--- src/rtl/bar_update_sequencer_if.sv ---
// Read port from bar_update_sequencer (master) into the FFT spectrum memory (slave).
// spec_lock tells the FFT side that the memory is being read and must not be written.
interface bar_update_sequencer_if #(
    parameter int WIDTH = 12
) ();
    logic           bin_rd;
    logic [7:0]     bin_addr;
    logic [WIDTH:0] bin_data;
    logic           spec_lock;

    modport master (
        output bin_rd,
        output bin_addr,
        output spec_lock,
        input  bin_data
    );

    modport slave (
        input  bin_rd,
        input  bin_addr,
        input  spec_lock,
        output bin_data
    );
endinterface

--- src/rtl/bar_update_sequencer.sv ---
// Per-frame conversion of FFT magnitude bins into 16 smoothed bar heights.
// The new heights reach the renderer only on a vsync rising edge.
module bar_update_sequencer #(
    parameter int WIDTH       = 12,
    parameter int BARS        = 16,
    parameter int USED_BINS   = 69,
    parameter int SCALE_SHIFT = 8
) (
    input  logic                   clk_25MHz,
    input  logic                   rst,
    input  logic                   fft_done,
    input  logic                   vsync,
    bar_update_sequencer_if.master mem,
    output logic [BARS*6-1:0]      bar_height,
    output logic                   frame_swap,
    output logic                   busy
);
    localparam int         IW       = $clog2(BARS);
    localparam logic [7:0] LAST_BIN = 8'(USED_BINS - 1);

    typedef enum logic [2:0] {IDLE, READ, DRAIN, SMOOTH, READY} state_e;

    state_e         state_q, state_d;
    logic [7:0]     addr_q, addr_d;
    logic [IW-1:0]  idx_q, idx_d;
    logic           pending_q, pending_d;
    logic [1:0]     vs_q;
    logic           rd_vld_q;
    logic [7:0]     rd_bin_q;
    logic           frame_swap_q;
    logic [6:0]     acc_q    [BARS];
    logic [5:0]     shadow_q [BARS];
    logic [5:0]     bar_q    [BARS];

    logic           vs_rise;
    logic           start;
    logic           swap;
    logic [3:0]     map_bar;
    logic [1:0]     map_k;
    logic [WIDTH:0] scaled;
    logic [6:0]     contrib;
    logic [8:0]     decay_prod;
    logic [5:0]     smooth_val;

    // Log-spaced grouping: returns {k, bar} where k is the extra right shift of the group.
    function automatic logic [5:0] bin_map(input logic [7:0] b);
        logic [3:0] bar;
        logic [1:0] k;
        if (b <= 8'd8) begin
            bar = 4'(b - 8'd1);
            k   = 2'd0;
        end else if (b <= 8'd12) begin
            bar = 4'(8'd8 + ((b - 8'd9) >> 1));
            k   = 2'd0;
        end else if (b <= 8'd20) begin
            bar = 4'(8'd10 + ((b - 8'd13) >> 2));
            k   = 2'd1;
        end else if (b <= 8'd36) begin
            bar = 4'(8'd12 + ((b - 8'd21) >> 3));
            k   = 2'd2;
        end else begin
            bar = 4'(8'd14 + ((b - 8'd37) >> 4));
            k   = 2'd3;
        end
        return {k, bar};
    endfunction

    assign vs_rise = (vs_q == 2'b01);

    always_comb begin
        {map_k, map_bar} = bin_map(rd_bin_q);
        scaled           = mem.bin_data >> SCALE_SHIFT;
        contrib          = 7'(scaled >> map_k);
        decay_prod       = 9'(bar_q[idx_q]) * 9'd7;
        smooth_val       = 6'(acc_q[idx_q] >> 3) + 6'(decay_prod >> 3);
    end

    // NOTE: every variable gets a default before the case so no latch is inferred.
    always_comb begin
        state_d   = state_q;
        addr_d    = addr_q;
        idx_d     = idx_q;
        pending_d = pending_q | fft_done;
        start     = 1'b0;
        swap      = 1'b0;
        unique case (state_q)
            IDLE:   start = fft_done;
            READ: begin
                addr_d = addr_q + 8'd1;
                if (addr_q == LAST_BIN) state_d = DRAIN;
            end
            DRAIN: begin
                idx_d   = '0;
                state_d = SMOOTH;
            end
            SMOOTH: begin
                idx_d = idx_q + 1'b1;
                if (idx_q == IW'(BARS - 1)) state_d = READY;
            end
            READY: begin
                if (vs_rise) begin
                    swap = 1'b1;
                    if (pending_q || fft_done) start   = 1'b1;
                    else                       state_d = IDLE;
                end
            end
            default: state_d = IDLE;
        endcase
        // Starting a pass consumes any queued request.
        if (start) begin
            state_d   = READ;
            addr_d    = 8'd1;
            pending_d = 1'b0;
        end
    end

    // NOTE: sequential state uses non-blocking assignments; the comb blocks above use blocking.
    always_ff @(posedge clk_25MHz) begin
        if (!rst) begin
            state_q   <= IDLE;
            addr_q    <= '0;
            idx_q     <= '0;
            pending_q <= 1'b0;
        end else begin
            state_q   <= state_d;
            addr_q    <= addr_d;
            idx_q     <= idx_d;
            pending_q <= pending_d;
        end
    end

    always_ff @(posedge clk_25MHz) begin
        if (!rst) begin
            vs_q         <= 2'b00;
            rd_vld_q     <= 1'b0;
            rd_bin_q     <= '0;
            frame_swap_q <= 1'b0;
            // NOTE: these arrays are small flop banks, not RAM, so resetting them is legal and cheap.
            for (int i = 0; i < BARS; i++) begin
                acc_q[i]    <= '0;
                shadow_q[i] <= '0;
                bar_q[i]    <= '0;
            end
        end else begin
            vs_q         <= {vs_q[0], vsync};
            rd_vld_q     <= (state_q == READ);
            rd_bin_q     <= addr_q;
            frame_swap_q <= swap;
            if (start) begin
                for (int i = 0; i < BARS; i++) acc_q[i] <= '0;
            end else if (rd_vld_q) begin
                acc_q[map_bar] <= acc_q[map_bar] + contrib;
            end
            if (state_q == SMOOTH) shadow_q[idx_q] <= smooth_val;
            if (swap) bar_q <= shadow_q;
        end
    end

    assign mem.bin_rd    = (state_q == READ);
    assign mem.bin_addr  = (state_q == READ) ? addr_q : 8'd0;
    assign mem.spec_lock = (state_q == READ) || (state_q == DRAIN);
    assign busy          = (state_q != IDLE);
    assign frame_swap    = frame_swap_q;

    for (genvar i = 0; i < BARS; i++) begin : g_pack
        assign bar_height[6*i +: 6] = bar_q[i];
    end
endmodule

--- src/flat_wrapper.sv ---
// flat-port wrapper written by rule: the top's interface ports become plain ports
module bar_update_sequencer_flat 
#(
    parameter int WIDTH       = 12,
    parameter int BARS        = 16,
    parameter int USED_BINS   = 69,
    parameter int SCALE_SHIFT = 8
)
  (clk_25MHz, rst, fft_done, vsync, bar_height, frame_swap, busy, mem_bin_rd, mem_bin_addr, mem_spec_lock, mem_bin_data);
  bar_update_sequencer_if #(.WIDTH(WIDTH)) mem_i ();
  input  logic clk_25MHz;
  input  logic rst;
  input  logic fft_done;
  input  logic vsync;
  output logic [BARS*6-1:0] bar_height;
  output logic frame_swap;
  output logic busy;
  output wire logic [$bits(mem_i.bin_rd)-1:0] mem_bin_rd;
  output wire logic [$bits(mem_i.bin_addr)-1:0] mem_bin_addr;
  output wire logic [$bits(mem_i.spec_lock)-1:0] mem_spec_lock;
  input wire logic [$bits(mem_i.bin_data)-1:0] mem_bin_data;
  assign mem_bin_rd = mem_i.bin_rd;
  assign mem_bin_addr = mem_i.bin_addr;
  assign mem_spec_lock = mem_i.spec_lock;
  assign mem_i.bin_data = mem_bin_data;
  bar_update_sequencer #(.WIDTH(WIDTH), .BARS(BARS), .USED_BINS(USED_BINS), .SCALE_SHIFT(SCALE_SHIFT)) u_core (.clk_25MHz(clk_25MHz), .rst(rst), .fft_done(fft_done), .vsync(vsync), .mem(mem_i), .bar_height(bar_height), .frame_swap(frame_swap), .busy(busy));
endmodule
--- config.mk ---
export PLATFORM = sky130hd
export DESIGN_NAME = bar_update_sequencer_flat
export DESIGN_NICKNAME = d
export VERILOG_FILES = /design/src/rtl/bar_update_sequencer_if.sv /design/src/rtl/bar_update_sequencer.sv /design/src/flat_wrapper.sv
export SDC_FILE = /design/constraint.sdc
export NUM_CORES = 1
export LEC_CHECK = 0
export CELL_PAD_IN_SITES_DETAIL_PLACEMENT = 0
export CELL_PAD_IN_SITES_GLOBAL_PLACEMENT = 1
export CORE_MARGIN = 2
export CORE_UTILIZATION = 45
export CTS_CLUSTER_SIZE = 40
export DETAILED_ROUTE_END_ITERATION = 10
export DONT_BUFFER_PORTS = 1
export PLACE_DENSITY_LB_ADDON = 0.1
export RECOVER_POWER = 50
export SYNTH_ARGS = -nofsm -noshare
export SYNTH_HDL_FRONTEND = slang
export SYNTH_SLANG_ARGS = --single-unit
export TNS_END_PERCENT = 10
--- constraint.sdc ---
create_clock -name clk_25MHz -period 5.19 [get_ports clk_25MHz]
set_input_delay 1.038 -clock clk_25MHz [delete_from_list [all_inputs] [get_ports clk_25MHz]]
set_output_delay 1.038 -clock clk_25MHz [all_outputs]
set_load 0.02 [all_outputs]
==> results of run 1 <==
[per-stage QoR]
| stage | instances | instance area (sq um) | TNS (ns) | hold WS (ns) |
|---|---|---|---|---|
| finish | 2105 | 18100 | 0 | 0.459 |
| global route | 2104 | 18100 | -0.624 | 0.481 |
| CTS | 2101 | 18000 | 0 | 0.463 |
| detailed placement | 2031 | 16800 | 0 | 0.454 |
| global placement | 2031 | 16800 | 0 | 0.445 |
| floorplan | 1626 | 16200 | 0 | 0.440 |
[final cells by class]
class / count / area, sq um
clock buffer: 57 / 1110
antenna: 1 / 2.50
sequential: 336 / 7850
multi-input combinational: 1139 / 7760
clock inverter: 13 / 104
fill: 3295 / 17400
tap: 461 / 577
timing repair buffer: 61 / 562
inverter: 37 / 139
[cell families (layout without fill, tap and decap cells)]
kind of cell,after synthesis,count (layout)
XOR/XNOR,28,28
AO/OA/AOI/OAI,258,258
other,0,1
AND/OR/NAND/NOR,685,685
adder cells (fa/ha/maj),33,33
buffers and inverters,151,168
flip-flops,336,336
multiplexers,135,135
[synthesized netlist by cell type, types with 9 or more instances]
cell	number
nand3_1	18
and2_1	49
nor2b_1	50
o21ai_0	17
dfxtp_1	224
nor3_1	15
a31oi_1	9
inv_1	36
a211oi_1	11
xnor2_1	15
a21oi_1	31
nor2_1	153
edfxtp_1	112
mux2i_1	81
ha_1	25
nand2_1	351
nand2b_1	18
clkbuf_1	87
buf_2	11
nor2_2	10
mux4_2	54
o211a_1	16
a21boi_0	118
xor2_1	11
[per-layer routing]
metal | track usage (%) | vias to the layer above
met2 | 34.1 | 295
met1 | 33.5 | 5655
met4 | 5.40 | 0
met3 | 4.99 | 45
met5 | 0 | -
li1 | - | 5585
[worst register-to-register path, cell delays in order, from the launching register on]
cell and delay [ns]:
dfxtp_2 0.37, inv_1 0.05, ha_1 0.26, nand2b_1 0.20, nand2_1 0.08, nand2_1 0.06
xnor2_1 0.14, ha_2 0.21, and3_1 0.17, o31ai_1 0.31, a41oi_2 0.25, o32a_1 0.43
buf_4 0.19, a21oi_1 0.31, nor3_1 0.11, ha_1 0.34, a21oi_1 0.09, o21bai_1 0.22
a21oi_1 0.17, a2111oi_4 0.25, xor2_2 0.16, buf_4 0.16, clkbuf_16 0.16, nor2_1 0.04
[power groups by stage]
stage	sequential, mW	clock (mW)	combinational, mW
floorplan	2.86	0	0.482
global route	2.82	2.82	0.845
CTS	2.81	2.71	0.754
global placement	2.87	0	0.746
finish	2.81	2.64	0.796
detailed placement	2.87	0	0.752
[flip-flops by register name, indices dropped and copies added (netlist names), 2 cells and up, named ones only]
name               count
u_core.acc_q         112
u_core.rd_bin_q        8
u_core.bar_height     96
u_core.vs_q            2
u_core.addr_q          8
u_core.shadow_q       96
u_core.state_q         3
u_core.idx_q           4
[what timing repair did]
action | 4_1_cts | 5_1_grt
setup buffers | 0 | 2
endpoints found under the setup margin | 0 | 32
gates resized for setup | 0 | 7
[path summary, 6_finish.rpt]
kind / to / slack (ns) / cells after the start
worst max-delay path: u_core.acc_q[4][6] / 0.21 / 23
worst min-delay path: u_core.bar_height[93] / 0.46 / 2
worst max register to register: u_core.acc_q[4][6] / 0.21 / 23
worst min register to register: u_core.bar_height[93] / 0.46 / 2
[placed cells by master, fill, tap and decap left out, types with 5 or more instances in the layout]
cell	instances
inv_1	36
dfxtp_1	222
clkbuf_16	41
edfxtp_1	112
a211oi_1	11
a21boi_0	118
xnor2_1	15
and2_0	11
a21oi_1	31
nand2_1	351
mux2i_1	81
clkbuf_8	5
o21ai_0	17
a31oi_1	9
buf_4	48
clkbuf_1	15
buf_12	8
nor2_2	10
xor2_1	11
and2_1	38
nand3_1	18
mux4_2	54
clkinv_2	6
a21o_1	5
nor2b_1	50
o22ai_1	8
nor3_1	13
o211a_1	16
nand2b_1	18
nor2_1	153
fa_1	8
ha_1	24
==> flow_summary.toml, run 1 <==
[outcome]
status = "complete, but fails checks"
violations = "max-capacitance violations, max-slew violations"

[drt]
route.detailed.drc = 0
ant_nets = 0
wl_per_cell_um = 20.5
drt_iter0_markers = 814
drt_pre_antenna_iters = 5
vias = 11580
wl_met3_mm = 2.98
drt-met1-wl_mm = 20.6
wl_met2_mm = 18.9
highest_layer = "met4"
via_per_inst = 5.50
routed_wl_mm = 43.1

[placement]
hpwlAfterDp_mm = 28.7
preCtsSetupSlack_ns = 0.0799
io_buffers = 0
gp_congestion = 0.819

[cts]
root_buffer = "clkbuf_16"
clock_latency_ns = 0.55
cts_sinks = 336
clkTransAtPathRegs_ns = 0.06
cts_tree = "yes"
htree_levels = 2
cts_hold_buf = 0
cts.path.max_buffers = 3
cts_inserted_buffers = 39

[critical_path]
cp_top_family = "compound AO/OA/AOI/OAI gates"
required_ns = 5.48
cp_max_fo = 10
start_kind = "flip-flop"
critical_path_class = "flip-flop to flip-flop"
crit_path_top_delay_cell = "o32a_1"
worstSetupStartpoint = "u_core.rd_bin_q[1]"
reg2reg_from = "u_core.rd_bin_q[1]"
critPathBufInv = 4
cpMostUsedCell = "a21oi_1"
critical_path.max_stage_delay_ns = 0.43
worst_setup_path_end_kind = "flip-flop"
arrival_ns = 5.27
path_cells = "inv_1 -> ha_1 -> nand2b_1 -> nand2_1 -> nand2_1 -> xnor2_1 -> ha_2 -> and3_1 -> o31ai_1 -> a41oi_2 -> o32a_1 -> buf_4 -> a21oi_1 -> nor3_1 -> ha_1 -> a21oi_1 -> o21bai_1 -> a21oi_1 -> a2111oi_4 -> xor2_2 -> buf_4 -> clkbuf_16 -> nor2_1"

[floorplanning]
rows = 69
core_area_sq_um = 35500
initial_utilization_pct = 45.6
die_w_um = 194
die_h_um = 194
top_level_ports = 125
dieArea_sq_um = 37500

[sta]
finalHoldViolations = 0
fin_skew_ns = 0.0208
slew_viol_final = 66
period_share_pct = 95.9
setup_viol = 0
finalCriticalPeriod_ns = 4.98
max_freq_mhz = 201
tightest_slew_ns = 2.35
fin_ws_ns = 0.214
slew_headroom_pct = -56.7

[global_route]
gr-usage-all-layers_pct = 22.8
overflow = 0
grt_start_max_net_pins = 213
grt_pass1_vias = 11141
grt_pass1_wl_mm = 66.8
antenna_found_initial = 0

[pwr]
ir_drop_v = 0.000275
p_clk_share_pct = 42.3
pwr-share-seq_pct = 45.0
power.leakage_nw = 6.55
totalPowerFinal_mw = 6.25
power_density_nw_per_um2 = 345
p_sw_share_pct = 26.1
p_int_mw = 4.62
power.net_switching_mw = 1.63
p_comb_share_pct = 12.7

[cells_and_area]
area_growth_pct = 11.9
final_core_util_pct = 51.0
nNetsFinal = 1664
drive_gt1_share_pct = 12.5

[synth]
synthFlopType = "dfxtp_1"
syn-mean-instance-area_sq_um = 9.95
synth.ff_latch_count = 336
ys_types = 72
async_flop_share_pct = 0
ys_warn_count = 0
netlist_top_cells_area = "dfxtp_1 (28%), edfxtp_1 (21%), nand2_1 (8.1%)"
synth_xor_area_share_pct = 1.61
netlist_area_sq_um = 16200
synth_top_family_by_area = "simple AND/OR/NAND/NOR gates"
synth_area_leader_cell = "dfxtp_1"
synth_mux_area_share_pct = 12.5
synth_cells = 1626
synthSimpleGateAreaFrac_pct = 18.6
syn_nets = 1676
synth-edff-count = 112
seq_area_frac_synth_pct = 48.5
synth-compound-area-share_pct = 12.0
synth_top_area_share_pct = 27.7
synth_fa_ha_area_share_pct = 2.92

[hold_path]
hold_class = "flip-flop to flip-flop"
hp-start = "u_core.shadow_q[3]"

[run]
drv_cap = 2
(Power assumes the default switching activity.)
==> inputs of run 2 (changes only) <==
Settings changed: CORE_UTILIZATION 45 to 47, CTS_BUF_LIST set to sky130_fd_sc_hd__clkbuf_8.
==> run 2 against run 1 <==
Compared with the run above:
- the flow still finishes with violations (max-capacitance violations, max-slew violations)
- utilization up 1.9 points
- clock skew up 0.0020 ns
- global-route usage up 1.3 points
- critical path depth down 7
- via count about the same
- cell count up 0.33%
- clock power down 11%
- critical path type unchanged
- largest cell class unchanged
==> flow_summary.toml, run 2 (synthesized netlist as in run 1, its figures left out) <==
[outcome]
status = "complete, but fails checks"
violations = "max-capacitance violations, max-slew violations"

[cts]
cts_tree = "yes"
cts_inserted_buffers = 56
clkTransAtPathRegs_ns = 0.06
cts_sinks = 336
root_buffer = "clkbuf_8"
clock_latency_ns = 0.65
htree_levels = 2
cts_hold_buf = 0
cts.path.max_buffers = 3

[pwr]
power_density_nw_per_um2 = 332
ir_drop_v = 0.000260
totalPowerFinal_mw = 5.91
power.leakage_nw = 6.52

[floorplanning]
core_area_sq_um = 33700
die_h_um = 190
initial_utilization_pct = 48.0
die_w_um = 190
rows = 67
dieArea_sq_um = 35900
top_level_ports = 125

[placement]
preCtsSetupSlack_ns = 0.0832
placed_cells = 2008
gp_congestion = 0.821
hpwlAfterDp_mm = 28.5
io_buffers = 0

[sta]
fin_ws_ns = 0.298
slew_viol_final = 70
finalCriticalPeriod_ns = 4.89
slew_headroom_pct = -74.1
setup_viol = 0
tightest_slew_ns = 2.61
fin_skew_ns = 0.0228
max_freq_mhz = 204
period_share_pct = 94.3
finalHoldViolations = 0

[drt]
ant_nets = 0
drt_iter0_markers = 832
drt_pre_antenna_iters = 5
routed_wl_mm = 43.0
wl_per_cell_um = 20.4
route.detailed.drc = 0
vias = 11569
via_per_inst = 5.48

[cells_and_area]
nFillCells = 3095
area_growth_pct = 10.2
layout_common_cells = "nand2_1 (351), dfxtp_1 (222), nor2_1 (153)"
final_core_util_pct = 52.9
nNetsFinal = 1670
drive_gt1_share_pct = 12.8
regMostFlops = "u_core.acc_q"
final_common_cell = "nand2_1"
diodes = 0
finalNonFillerCells = 2112
largest_reg_flops = 112

[critical_path]
path_cells = "buf_4 -> mux4_2 -> mux4_2 -> fa_1 -> and2_0 -> fa_1 -> xor2_1 -> ha_1 -> a21o_1 -> a21oi_1 -> nor2b_1 -> o21ai_0 -> xor2_1 -> buf_4 -> nand2_1 -> a21boi_0"
r2r_slack_ns = 0.30
r2r_end = "u_core.shadow_q[89]"
worst_setup_path_end_kind = "flip-flop"
cp_top_family = "multiplexers"
critical_path_class = "flip-flop to flip-flop"
reg2regPathDepth = 16
arrival_ns = 5.45
critical_path.max_stage_delay_ns = 0.63
crit_path_top_delay_cell = "mux4_2"
required_ns = 5.74
critPathBufInv = 2
start_kind = "flip-flop"
reg2reg_from = "u_core.idx_q[0]"
cp_max_fo = 16

[global_route]
grt_pass1_vias = 11097
overflow = 0
antenna_found_initial = 1
grt_start_max_net_pins = 213
grt_pass1_wl_mm = 66.2
gr-usage-all-layers_pct = 24.1

[hold_path]
hold_end = "u_core.bar_height[91]"
hp-start = "u_core.shadow_q[1]"
hold_depth = 2
hold_class = "flip-flop to flip-flop"

[run]
drv_cap = 2
[run 2: power by group]
group          switching, mW  internal, mW  leakage, nW
Combinational          0.494         0.244         2.84
Sequential            0.0347          2.78         3.02
Clock                   1.07          1.28        0.653
[run 2: timing repair]
action | 4_1_cts | 5_1_grt
gates resized for setup | 0 | 4
hold endpoints to repair | 0 | 0
buffers inserted | 0 | 2
setup endpoints to repair | 0 | 31
[run 2: layout make-up]
class / instances / area [sq um] / area share (%)
repair buffers: 50 / 395 / 2.22
flip-flops and latches: 336 / 7850 / 44.0
multi-input cells: 1139 / 7750 / 43.5
well taps: 448 / 561 / 3.14
clock buffers: 68 / 936 / 5.25
inverters: 37 / 139 / 0.779
clock inverters: 34 / 199 / 1.12
[run 2: how the worst max path moves through the flow]
stage,start,to,slack (ns),depth (start not counted)
after floorplan,u_core.idx_q[0],u_core.shadow_q[29],0.07,18
after global placement,u_core.rd_bin_q[1],u_core.acc_q[4][6],0.18,25
after detailed placement,u_core.rd_bin_q[1],u_core.acc_q[1][6],0.08,25
after CTS,u_core.rd_bin_q[1],u_core.acc_q[3][6],0.07,25
after global routing,u_core.rd_bin_q[1],u_core.acc_q[5][6],-0.03,25
final,u_core.idx_q[0],u_core.shadow_q[89],0.30,16
[run 2: through the flow]
step	hold WS (ns)	setup TNS, ns	instance area [sq um]
3_5_place_dp	0.454	0	16700
6_report	0.453	0	17800
2_1_floorplan	0.440	0	16200
3_3_place_gp	0.448	0	16700
5_1_grt	0.479	-0.0807	17800
4_1_cts	0.456	0	17800
[run 2: worst min-delay path, cell delays in order, from the launching register on]
cell and delay, ns:
dfxtp_1 0.31, nand2_1 0.05, a21boi_0 0.06
[run 2: metal layers]
metal / track usage (%) / up-vias / share of wire, %
li1: - / 5595 / -
met2: 35.1 / 312 / 43
met1: 35.4 / 5605 / 48
met5: 0 / - / 0
met4: 6.38 / 0 / 1.9
met3: 6.35 / 57 / 7.4
